File: src/rtl/avm_pkg.sv
// Shared types and width helpers for the Avalon-MM burst read master.
package avm_pkg;

  // Master sequencing states.
  typedef enum logic [1:0] {
    IDLE  = 2'd0,
    ISSUE = 2'd1,
    DRAIN = 2'd2
  } state_e;

  // Width of a burstcount able to hold MAX_BURST itself.
  function automatic int bc_w(input int max_burst);
    return $clog2(max_burst) + 1;
  endfunction

  // Width of an occupancy counter able to hold the full FIFO depth.
  function automatic int cnt_w(input int depth);
    return $clog2(depth) + 1;
  endfunction

  // Byte stride of one data word.
  function automatic int bytes_per_word(input int data_w);
    return data_w / 8;
  endfunction

  // Stride for the default 32-bit local interface.
  localparam int BYTES_PER_WORD = bytes_per_word(32);

endpackage

File: src/rtl/avm_burst_read_master_burst_fifo.sv
// Single-clock FIFO buffering returned read beats. Show-ahead: the head
// word is visible on dout whenever the FIFO is not empty.
module burst_fifo
  import avm_pkg::*;
#(
  parameter int DATA_W = 32,
  parameter int DEPTH  = 32
) (
  input  logic                    clk,
  input  logic                    rst,
  input  logic                    push,
  input  logic                    pop,
  input  logic [DATA_W-1:0]       din,
  output logic [DATA_W-1:0]       dout,
  output logic                    empty,
  output logic                    full,
  output logic [cnt_w(DEPTH)-1:0] count
);

  localparam int PTR_W = $clog2(DEPTH);
  localparam int CNT_W = cnt_w(DEPTH);

  logic [DATA_W-1:0] mem_q [DEPTH];
  logic [PTR_W-1:0]  wr_ptr_q;
  logic [PTR_W-1:0]  rd_ptr_q;
  logic [CNT_W-1:0]  count_q;
  logic              do_push;
  logic              do_pop;

  // A pop on empty is ignored; a push at full is only taken alongside a pop.
  assign do_pop  = pop && (count_q != '0);
  assign do_push = push && ((count_q != CNT_W'(DEPTH)) || do_pop);

  // Storage array write port.
  always_ff @(posedge clk) begin
    if (do_push) begin
      mem_q[wr_ptr_q] <= din;
    end
  end

  // Pointer and occupancy tracking.
  always_ff @(posedge clk or posedge rst) begin
    if (rst) begin
      wr_ptr_q <= '0;
      rd_ptr_q <= '0;
      count_q  <= '0;
    end else begin
      if (do_push) wr_ptr_q <= wr_ptr_q + PTR_W'(1);
      if (do_pop)  rd_ptr_q <= rd_ptr_q + PTR_W'(1);
      case ({do_push, do_pop})
        2'b10:   count_q <= count_q + CNT_W'(1);
        2'b01:   count_q <= count_q - CNT_W'(1);
        default: count_q <= count_q;
      endcase
    end
  end

  assign empty = (count_q == '0);
  assign full  = (count_q == CNT_W'(DEPTH));
  assign count = count_q;
  // Output reads as zero while empty so stale storage never leaks out.
  assign dout  = empty ? '0 : mem_q[rd_ptr_q];

endmodule

File: src/rtl/avm_burst_read_master.sv
// Avalon-MM burst read master: reads a contiguous block of words, buffers
// the beats in a FIFO and streams them out with valid/ready. A burst is only
// requested when the FIFO has guaranteed room for every beat of it.
// Optional macro AVM_PERF_CNT_EN adds stall_cnt and credit_cnt outputs.
module avm_burst_read_master
  import avm_pkg::*;
#(
  parameter int DATA_W     = 32,
  parameter int ADDR_W     = 25,
  parameter int MAX_BURST  = 8,
  parameter int FIFO_DEPTH = 32,
  parameter int LEN_W      = 20
) (
  input  logic                       clock_source,
  input  logic                       global_reset,
  input  logic                       start,
  input  logic [ADDR_W-1:0]          base_addr,
  input  logic [LEN_W-1:0]           word_count,
  output logic                       busy,
  output logic                       done,
  output logic [ADDR_W-1:0]          avm_address,
  output logic                       avm_read,
  output logic [bc_w(MAX_BURST)-1:0] avm_burstcount,
  input  logic                       avm_waitrequest,
  input  logic [DATA_W-1:0]          avm_readdata,
  input  logic                       avm_readdatavalid,
  output logic [DATA_W-1:0]          st_data,
  output logic                       st_valid,
  input  logic                       st_ready
`ifdef AVM_PERF_CNT_EN
  ,
  output logic [31:0]                stall_cnt,
  output logic [31:0]                credit_cnt
`endif
);

  localparam int BC_W  = bc_w(MAX_BURST);
  localparam int CNT_W = cnt_w(FIFO_DEPTH);
  localparam int OCC_W = CNT_W + 1;
  localparam int BPW   = bytes_per_word(DATA_W);

  state_e            state_q, state_d;
  logic [ADDR_W-1:0] addr_q, addr_d;
  logic [LEN_W-1:0]  remaining_q, remaining_d;
  logic [CNT_W-1:0]  pending_q, pending_d;
  logic [BC_W-1:0]   bc_q, bc_d;
  logic              read_q, read_d;
  logic              busy_q, busy_d;
  logic              done_q, done_d;

  logic [CNT_W-1:0]  fifo_count;
  logic              fifo_empty;
  logic              fifo_full;
  logic              fifo_push;
  logic              fifo_pop;
  logic              accept;
  logic [OCC_W-1:0]  occ_next;
  logic [OCC_W-1:0]  free_next;
  logic              credit_ok;

  assign accept    = read_q && !avm_waitrequest;
  // Beats with nothing outstanding (e.g. after a reset) are discarded.
  assign fifo_push = avm_readdatavalid && (pending_q != '0);
  assign fifo_pop  = !fifo_empty && st_ready;

  burst_fifo #(
    .DATA_W (DATA_W),
    .DEPTH  (FIFO_DEPTH)
  ) u_fifo (
    .clk   (clock_source),
    .rst   (global_reset),
    .push  (fifo_push),
    .pop   (fifo_pop),
    .din   (avm_readdata),
    .dout  (st_data),
    .empty (fifo_empty),
    .full  (fifo_full),
    .count (fifo_count)
  );

  // Next-state sequencing, counters and look-ahead credit for the read strobe.
  always_comb begin
    state_d     = state_q;
    addr_d      = addr_q;
    remaining_d = remaining_q;
    busy_d      = busy_q;
    done_d      = 1'b0;
    pending_d   = pending_q + (accept ? CNT_W'(bc_q) : '0)
                            - (fifo_push ? CNT_W'(1) : '0);
    case (state_q)
      IDLE: begin
        if (start) begin
          if (word_count != '0) begin
            addr_d      = base_addr;
            remaining_d = word_count;
            busy_d      = 1'b1;
            state_d     = ISSUE;
          end else begin
            done_d = 1'b1;
          end
        end
      end
      ISSUE: begin
        if (accept) begin
          addr_d      = addr_q + ADDR_W'(BPW * int'(bc_q));
          remaining_d = remaining_q - LEN_W'(bc_q);
          if (remaining_d == '0) state_d = DRAIN;
        end
      end
      DRAIN: begin
        if ((pending_q == '0) && fifo_empty) begin
          done_d  = 1'b1;
          busy_d  = 1'b0;
          state_d = IDLE;
        end
      end
      default: state_d = IDLE;
    endcase

    bc_d = (remaining_d >= LEN_W'(MAX_BURST)) ? BC_W'(MAX_BURST) : BC_W'(remaining_d);
    // FIFO entries plus outstanding beats as they will stand after this edge;
    // a push moves a beat from outstanding to stored and so cancels out.
    occ_next  = OCC_W'(fifo_count) + OCC_W'(pending_q)
              + (accept ? OCC_W'(bc_q) : '0) - (fifo_pop ? OCC_W'(1) : '0);
    free_next = OCC_W'(FIFO_DEPTH) - occ_next;
    credit_ok = free_next >= OCC_W'(bc_d);
    read_d    = (read_q && avm_waitrequest)
             || ((state_d == ISSUE) && (remaining_d != '0) && credit_ok);
  end

  // State and datapath registers.
  always_ff @(posedge clock_source or posedge global_reset) begin
    if (global_reset) begin
      state_q     <= IDLE;
      addr_q      <= '0;
      remaining_q <= '0;
      pending_q   <= '0;
      bc_q        <= '0;
      read_q      <= 1'b0;
      busy_q      <= 1'b0;
      done_q      <= 1'b0;
    end else begin
      state_q     <= state_d;
      addr_q      <= addr_d;
      remaining_q <= remaining_d;
      pending_q   <= pending_d;
      bc_q        <= bc_d;
      read_q      <= read_d;
      busy_q      <= busy_d;
      done_q      <= done_d;
    end
  end

  assign avm_address    = addr_q;
  assign avm_read       = read_q;
  assign avm_burstcount = bc_q;
  assign busy           = busy_q;
  assign done           = done_q;
  assign st_valid       = !fifo_empty;

`ifdef AVM_PERF_CNT_EN
  logic             start_acc;
  logic [OCC_W-1:0] free_now;
  logic [31:0]      stall_cnt_q;
  logic [31:0]      credit_cnt_q;

  assign start_acc = (state_q == IDLE) && start;
  assign free_now  = OCC_W'(FIFO_DEPTH) - OCC_W'(fifo_count) - OCC_W'(pending_q);

  // Saturating counts of slave stalls and credit-starved issue cycles.
  always_ff @(posedge clock_source or posedge global_reset) begin
    if (global_reset) begin
      stall_cnt_q  <= '0;
      credit_cnt_q <= '0;
    end else if (start_acc) begin
      stall_cnt_q  <= '0;
      credit_cnt_q <= '0;
    end else begin
      if (read_q && avm_waitrequest && (stall_cnt_q != '1))
        stall_cnt_q <= stall_cnt_q + 32'd1;
      if ((state_q == ISSUE) && (free_now < OCC_W'(bc_q)) && (credit_cnt_q != '1))
        credit_cnt_q <= credit_cnt_q + 32'd1;
    end
  end

  assign stall_cnt  = stall_cnt_q;
  assign credit_cnt = credit_cnt_q;
`endif

endmodule

File: config.mk
export PLATFORM = sky130hd
export DESIGN_NAME = avm_burst_read_master
export DESIGN_NICKNAME = d
export VERILOG_FILES = /design/src/rtl/avm_pkg.sv /design/src/rtl/avm_burst_read_master_burst_fifo.sv /design/src/rtl/avm_burst_read_master.sv
export SDC_FILE = /design/constraint.sdc
export NUM_CORES = 1
export LEC_CHECK = 0
export ABC_AREA = 1
export CORE_MARGIN = 2
export CORE_UTILIZATION = 50
export CTS_CLUSTER_SIZE = 24
export DETAILED_ROUTE_END_ITERATION = 7
export PLACE_DENSITY = 0.67
export SLEW_MARGIN = 20
export SYNTH_ARGS = -nofsm -noshare
export SYNTH_HDL_FRONTEND = slang
export SYNTH_HIERARCHICAL = 1
export SYNTH_SLANG_ARGS = --single-unit
export TNS_END_PERCENT = 20
File: constraint.sdc
create_clock -name clock_source -period 7.8 [get_ports clock_source]
set_clock_uncertainty 0.1 [all_clocks]
set_input_delay 0.78 -clock clock_source [delete_from_list [all_inputs] [get_ports clock_source]]
set_output_delay 0.78 -clock clock_source [all_outputs]
set_load 0.01 [all_outputs]
==> results.cfg, run 1 <==
[yosys]
syn_nets = 4900
synthCells = 4763
synth_warnings = 6
avgSynthCellArea_sq_um = 10.25
synth_area_sq_um = 48830

[clock_network]
cts_made_buffers = 113
insertion_delay_ps = 690
clk_transition_reported_paths_ps = 60
postCtsSetupRepairBufs = 0
h-tree-depth = 3
clock_path_buffers = 3
cts_tree = done
clock-sinks = 1100
cts-hold-fix-buffers = 0
clockRootBuffer = clkbuf_16
cts-resized-gates = 0

[layout]
nNetsFinal = 4991
fin_area_sq_um = 55060
area_delta_synth_final_pct = 12.75
finalNonFillerCells = 6229
layout-drive-gt1-share = 0.06019

[pwr]
comb_power_share = 0.384
p_leak_nw = 21.94
power_frac_seq = 0.356
power_switching_share = 0.3894
power_density_nw_per_um2 = 372.3
p_int_mw = 12.52
p_clk_frac = 0.260
vdd_ir_drop_max_mv = 0.2890
power.switching_mw = 7.983

[drt]
ant_nets = 0
first_pass_iters = 5
drtIter0Drc = 3861
vias_per_cell = 5.539
dr_total_vias = 34500
drc = 0
wl_per_cell_um = 21.89
wirelength_um = 136400

[placement]
place_congestion = 0.9075
place_area_sq_um = 51460
port_buffers = 147
hpwl_um = 72560
dp.cells = 6015

[outcome]
status = finished, final reports clean

[timing]
max_freq_mhz = 176.9
tns_ps = 0
finalHoldViolCount = 0
final-max-slew-violation-count = 0
slew_headroom = 0.1410
finalCriticalPeriod_ps = 5653
rsz0062_at_grt = no
worst_pin_slew_ps = 1288
setup_viol = 0
fin_crit_sh = 0.7248

[worst_setup_path]
crit_required_ps = 6920
start_kind = flop
critPathArrivalTime_ps = 4770
worstSetupEndpointType = output port
worstSetupPathType = flop to output port
critPathMaxFanout = 93

[floorplan]
row_count = 114
boundaryPins = 148
start_util = 0.5050
die_w_um = 316.5
die_y_um = 316.5
die_area_sq_um = 100200
fp.coreArea_sq_um = 96710

[global_routing]
grt_pass1_wl_um = 201900
grt_max_degree = 216
grt_usage = 0.2703
grt_overflow = 0
antenna_found_initial = 3
grt_pass1_vias = 32241

[min_path]
hp-class = flop to flop

[job]
max-cap-violations = 0
-- cells in the final DEF (no fill, tap or decap), types with 6 or more instances in the layout --
cell type        instances
edfxtp_1              1024
clkbuf_1                40
nand3_1                583
dfrtp_1                 72
o21ai_1                 43
xor2_1                  20
nand4_1                 17
o211ai_1                 8
clkinv_1                21
clkinv_2                18
nor2_2                   6
o21ai_0                165
inv_1                  476
a21oi_1                 75
buf_2                    8
clkbuf_16              115
bufinv_16               10
nand2_2                  7
clkdlybuf4s50_1        139
inv_2                   11
ha_1                    44
buf_4                   54
fa_1                    10
nor2_4                  32
nor3_1                  12
nor2_1                 387
nand2_1               1478
o22ai_1                 11
-- flip-flops by register name, indices dropped and copies added, names as in the netlist --
register and count:
avm_address 25, remaining_q 20, done 1, avm_burstcount 4
avm_read 1, u_fifo/wr_ptr_q 5, busy 1, u_fifo/mem_q 1024
pending_q 6, u_fifo/count 6, u_fifo/rd_ptr_q 5, state_q 2
-- per-stage QoR --
step / util / hold WS (ps) / setup WS, ps / power [mW]
2_1_floorplan: - / 400.0 / 3441 / 12.48
3_3_place_gp: 0.5321 / 363.4 / 2907 / 15.08
3_5_place_dp: 0.5321 / 367.1 / 2872 / 15.18
4_1_cts: 0.5697 / 380.7 / 2176 / 20.51
5_1_grt: 0.5694 / 401.5 / 1944 / 21.62
6_report: 0.5694 / 376.7 / 2147 / 20.50
-- path summary, 6_finish.rpt --
| check | startpoint | end | slack [ps] | depth (start not counted) |
|---|---|---|---|---|
| max in group asynchronous | global_reset | avm_address[24]$_DFFE_PP0P_ | 6420 | 3 |
| min in group asynchronous | global_reset | u_fifo/count[5]$_DFFE_PP0P_ | 480 | 2 |
| setup / recovery | u_fifo/rd_ptr_q[0]$_DFFE_PP0N_ | st_data[27] | 2150 | 11 |
| hold / removal | busy$_DFFE_PP0P_ | busy$_DFFE_PP0P_ | 380 | 2 |
| setup reg to reg | state_q[1]$_DFF_PP0_ | avm_read$_DFF_PP0_ | 3260 | 25 |
| hold reg to reg | busy$_DFFE_PP0P_ | busy$_DFFE_PP0P_ | 380 | 2 |
-- critical path, stage by stage (launching register included) --
cell and delay, ps:
dfrtp_4 780, buf_4 760, buf_4 900, nand2_1 130, nand3_1 130, nand3_1 80, nand2_1 90, nor2_1 60
nand2_1 60, nand2_1 50, nor2_1 320, clkdlybuf4s50_1 620
-- cell type report --
type / instances / area (sq um)
Clock buffer: 160 / 3097
Fill cell: 8187 / 41650
Tap cell: 1276 / 1597
Timing Repair Buffer: 204 / 1897
Antenna cell: 2 / 5.005
Sequential cell: 1100 / 32660
Inverter: 492 / 1874
Clock inverter: 52 / 544.3
Multi-Input combinational cell: 2943 / 13380
-- power by group through the flow --
stage	sequential (mW)	clock, mW	combinational (mW)
final	7.30	5.32	7.88
after global routing	7.34	5.62	8.66
after CTS	7.29	5.40	7.82
after detailed placement	7.41	0	7.77
after global placement	7.40	0	7.68
after floorplan	7.29	0	5.19
-- routing by layer --
layer | wire length, um | part of all wire | global-route usage | up-vias
li1 | - | - | - | 15991
met1 | 55740 | 0.41 | 0.3758 | 16707
met2 | 64610 | 0.47 | 0.4364 | 1527
met3 | 11560 | 0.085 | 0.03878 | 273
met4 | 4461 | 0.033 | 0.09756 | 2
met5 | 13 | 0.000095 | 0 | -
No activity file was read; power rests on OpenSTA's default activity.
==> inputs of run 2 (changes only) <==
Clock period 7.8 ns to 5.85 ns, I/O delays scaled along.
==> results.cfg, run 2 (synthesized netlist as in run 1, its figures left out) <==
[outcome]
status = finished, final reports clean

[global_routing]
grt_pass1_vias = 32481
antenna_found_initial = 7
grt_max_degree = 187
grt_overflow = 0
grt_usage = 0.2655
grt_pass1_wl_um = 199200

[placement]
port_buffers = 147
place_congestion = 0.9373
hpwl_um = 74450
place_area_sq_um = 51620
post-place-ws_ps = 1202

[timing]
finalHoldViolCount = 0
fin_crit_sh = 0.8809
fin_ws_ps = 696.5
max_freq_mhz = 194.0
rsz0062_at_grt = no
finalCriticalPeriod_ps = 5154
worst_pin_slew_ps = 1101
final-max-slew-violation-count = 0
tns_ps = 0
slew_headroom = 0.2651
setup_viol = 0

[worst_setup_path]
critPathArrivalTime_ps = 4470
crit_required_ps = 5160
start_kind = flop
worstSetupEndpointType = output port
cpPeakStageDelay_ps = 980
worstSetupPathType = flop to output port
critPathMaxFanout = 91
crit_chain = buf_4, o21ai_0, o21ai_0, nand2_1, nand3_1, nor2_1, nor2_1, clkdlybuf4s50_1
slowest_stage = dfrtp_4

[layout]
utilization = 0.5719
final_common_cell = nand2_1
layout-drive-gt1-share = 0.06528
fin_area_sq_um = 55310
largest_reg_flops = 1024
fill_cells = 8016
area_delta_synth_final_pct = 13.26
nNetsFinal = 5004
final_cell_mix = 1478 x nand2_1, 1024 x edfxtp_1, 583 x nand3_1
top_register = u_fifo/mem_q

[clock_network]
clk_transition_reported_paths_ps = 60
clockRootBuffer = clkbuf_16
cts-resized-gates = 0
cts-hold-fix-buffers = 0
cts_tree = done
insertion_delay_ps = 690
postCtsSetupRepairBufs = 0
cts_made_buffers = 112
h-tree-depth = 3
clock_path_buffers = 3
clock-sinks = 1100

[drt]
vias_per_cell = 5.511
first_pass_iters = 6
wirelength_um = 133800
drc = 0
dr_total_vias = 34408
ant_nets = 0
drtIter0Drc = 3452
wl_per_cell_um = 21.44

[job]
max-cap-violations = 0

[floorplan]
start_util = 0.5050
die_w_um = 316.5
row_count = 114
die_y_um = 316.5
die_area_sq_um = 100200
fp.coreArea_sq_um = 96710
boundaryPins = 148

[pwr]
vdd_ir_drop_max_mv = 0.4928
p_leak_nw = 22.10
power_density_nw_per_um2 = 497.0

[min_path]
hp-class = primary input to async pin
-- run 2: cell count changes in the layout (fill, tap and decap cells not counted), moves of 2 or more --
cell | previous run | this run
buf_12 | 3 | 8
buf_4 | 54 | 63
bufinv_16 | 10 | 15
clkbuf_1 | 40 | 18
clkbuf_8 | 5 | 0
clkinv_1 | 21 | 30
clkinv_2 | 18 | 26
clkinv_4 | 0 | 2
diode_2 | 2 | 4
inv_6 | 1 | 3
-- run 2: worst paths after layout --
kind                                                start                             to  slack, ps  cells past startpoint
min reg2reg                    avm_address[0]$_DFFE_PP0P_     avm_address[0]$_DFFE_PP0P_        390                      2
max                        u_fifo/rd_ptr_q[0]$_DFFE_PP0N_                    st_data[16]        700                      8
min                                          global_reset    u_fifo/count[0]$_DFFE_PP0P_        290                      2
max reg2reg                          state_q[1]$_DFF_PP0_             avm_read$_DFF_PP0_       1560                     25
min in group clock_source                 avm_readdata[3]  u_fifo/mem_q[19][3]$_DFFE_PP_        310                      1
max in group asynchronous                    global_reset    avm_address[12]$_DFFE_PP0P_       4690                      3
-- run 2: layer usage --
| metal | part of all wire | global-route usage |
|---|---|---|
| met5 | 0.000090 | 0 |
| met4 | 0.034 | 0.09906 |
| met3 | 0.077 | 0.03754 |
| met2 | 0.48 | 0.4357 |
| met1 | 0.41 | 0.3621 |
-- run 2: area by class of cell --
class	count	area [sq um]	share of cell area
Multi-Input combinational cell	2943	13380	0.2420
Antenna cell	4	10.01	0.0001810
Timing Repair Buffer	218	2059	0.03724
Clock inverter	78	799.5	0.01446
Sequential cell	1100	32660	0.5906
Clock buffer	132	2920	0.05280
Tap cell	1276	1597	0.02887
Inverter	492	1874	0.03389
-- run 2: power by group --
| part | leakage (nW) | internal, mW | switching (mW) | total, mW |
|---|---|---|---|---|
| logic | 10.1 | 3.33 | 7.12 | 10.4 |
| clock network | 1.82 | 4.22 | 3.01 | 7.23 |
| registers | 10.1 | 9.28 | 0.528 | 9.80 |
| total | 22.1 | 16.8 | 10.7 | 27.5 |
-- run 2: critical path, delay by kind of cell, from the launching register on --
kind | cells | cell delay (ps)
and+or+nand+nor | 4 | 710
AOI/OAI and AO/OA | 2 | 450
buffers and inverters | 2 | 1550
DFF | 1 | 980
-- run 2: per-stage QoR --
| step | power (mW) | std cells | hold WS (ps) |
|---|---|---|---|
| 2_1_floorplan | 16.64 | 4763 | 398.7 |
| 3_3_place_gp | 20.22 | 6029 | 362.5 |
| 3_5_place_dp | 20.32 | 6029 | 374.4 |
| 4_1_cts | 27.52 | 6239 | 284.4 |
| 5_1_grt | 29.03 | 6242 | 330.7 |
| 6_report | 27.49 | 6243 | 285.3 |
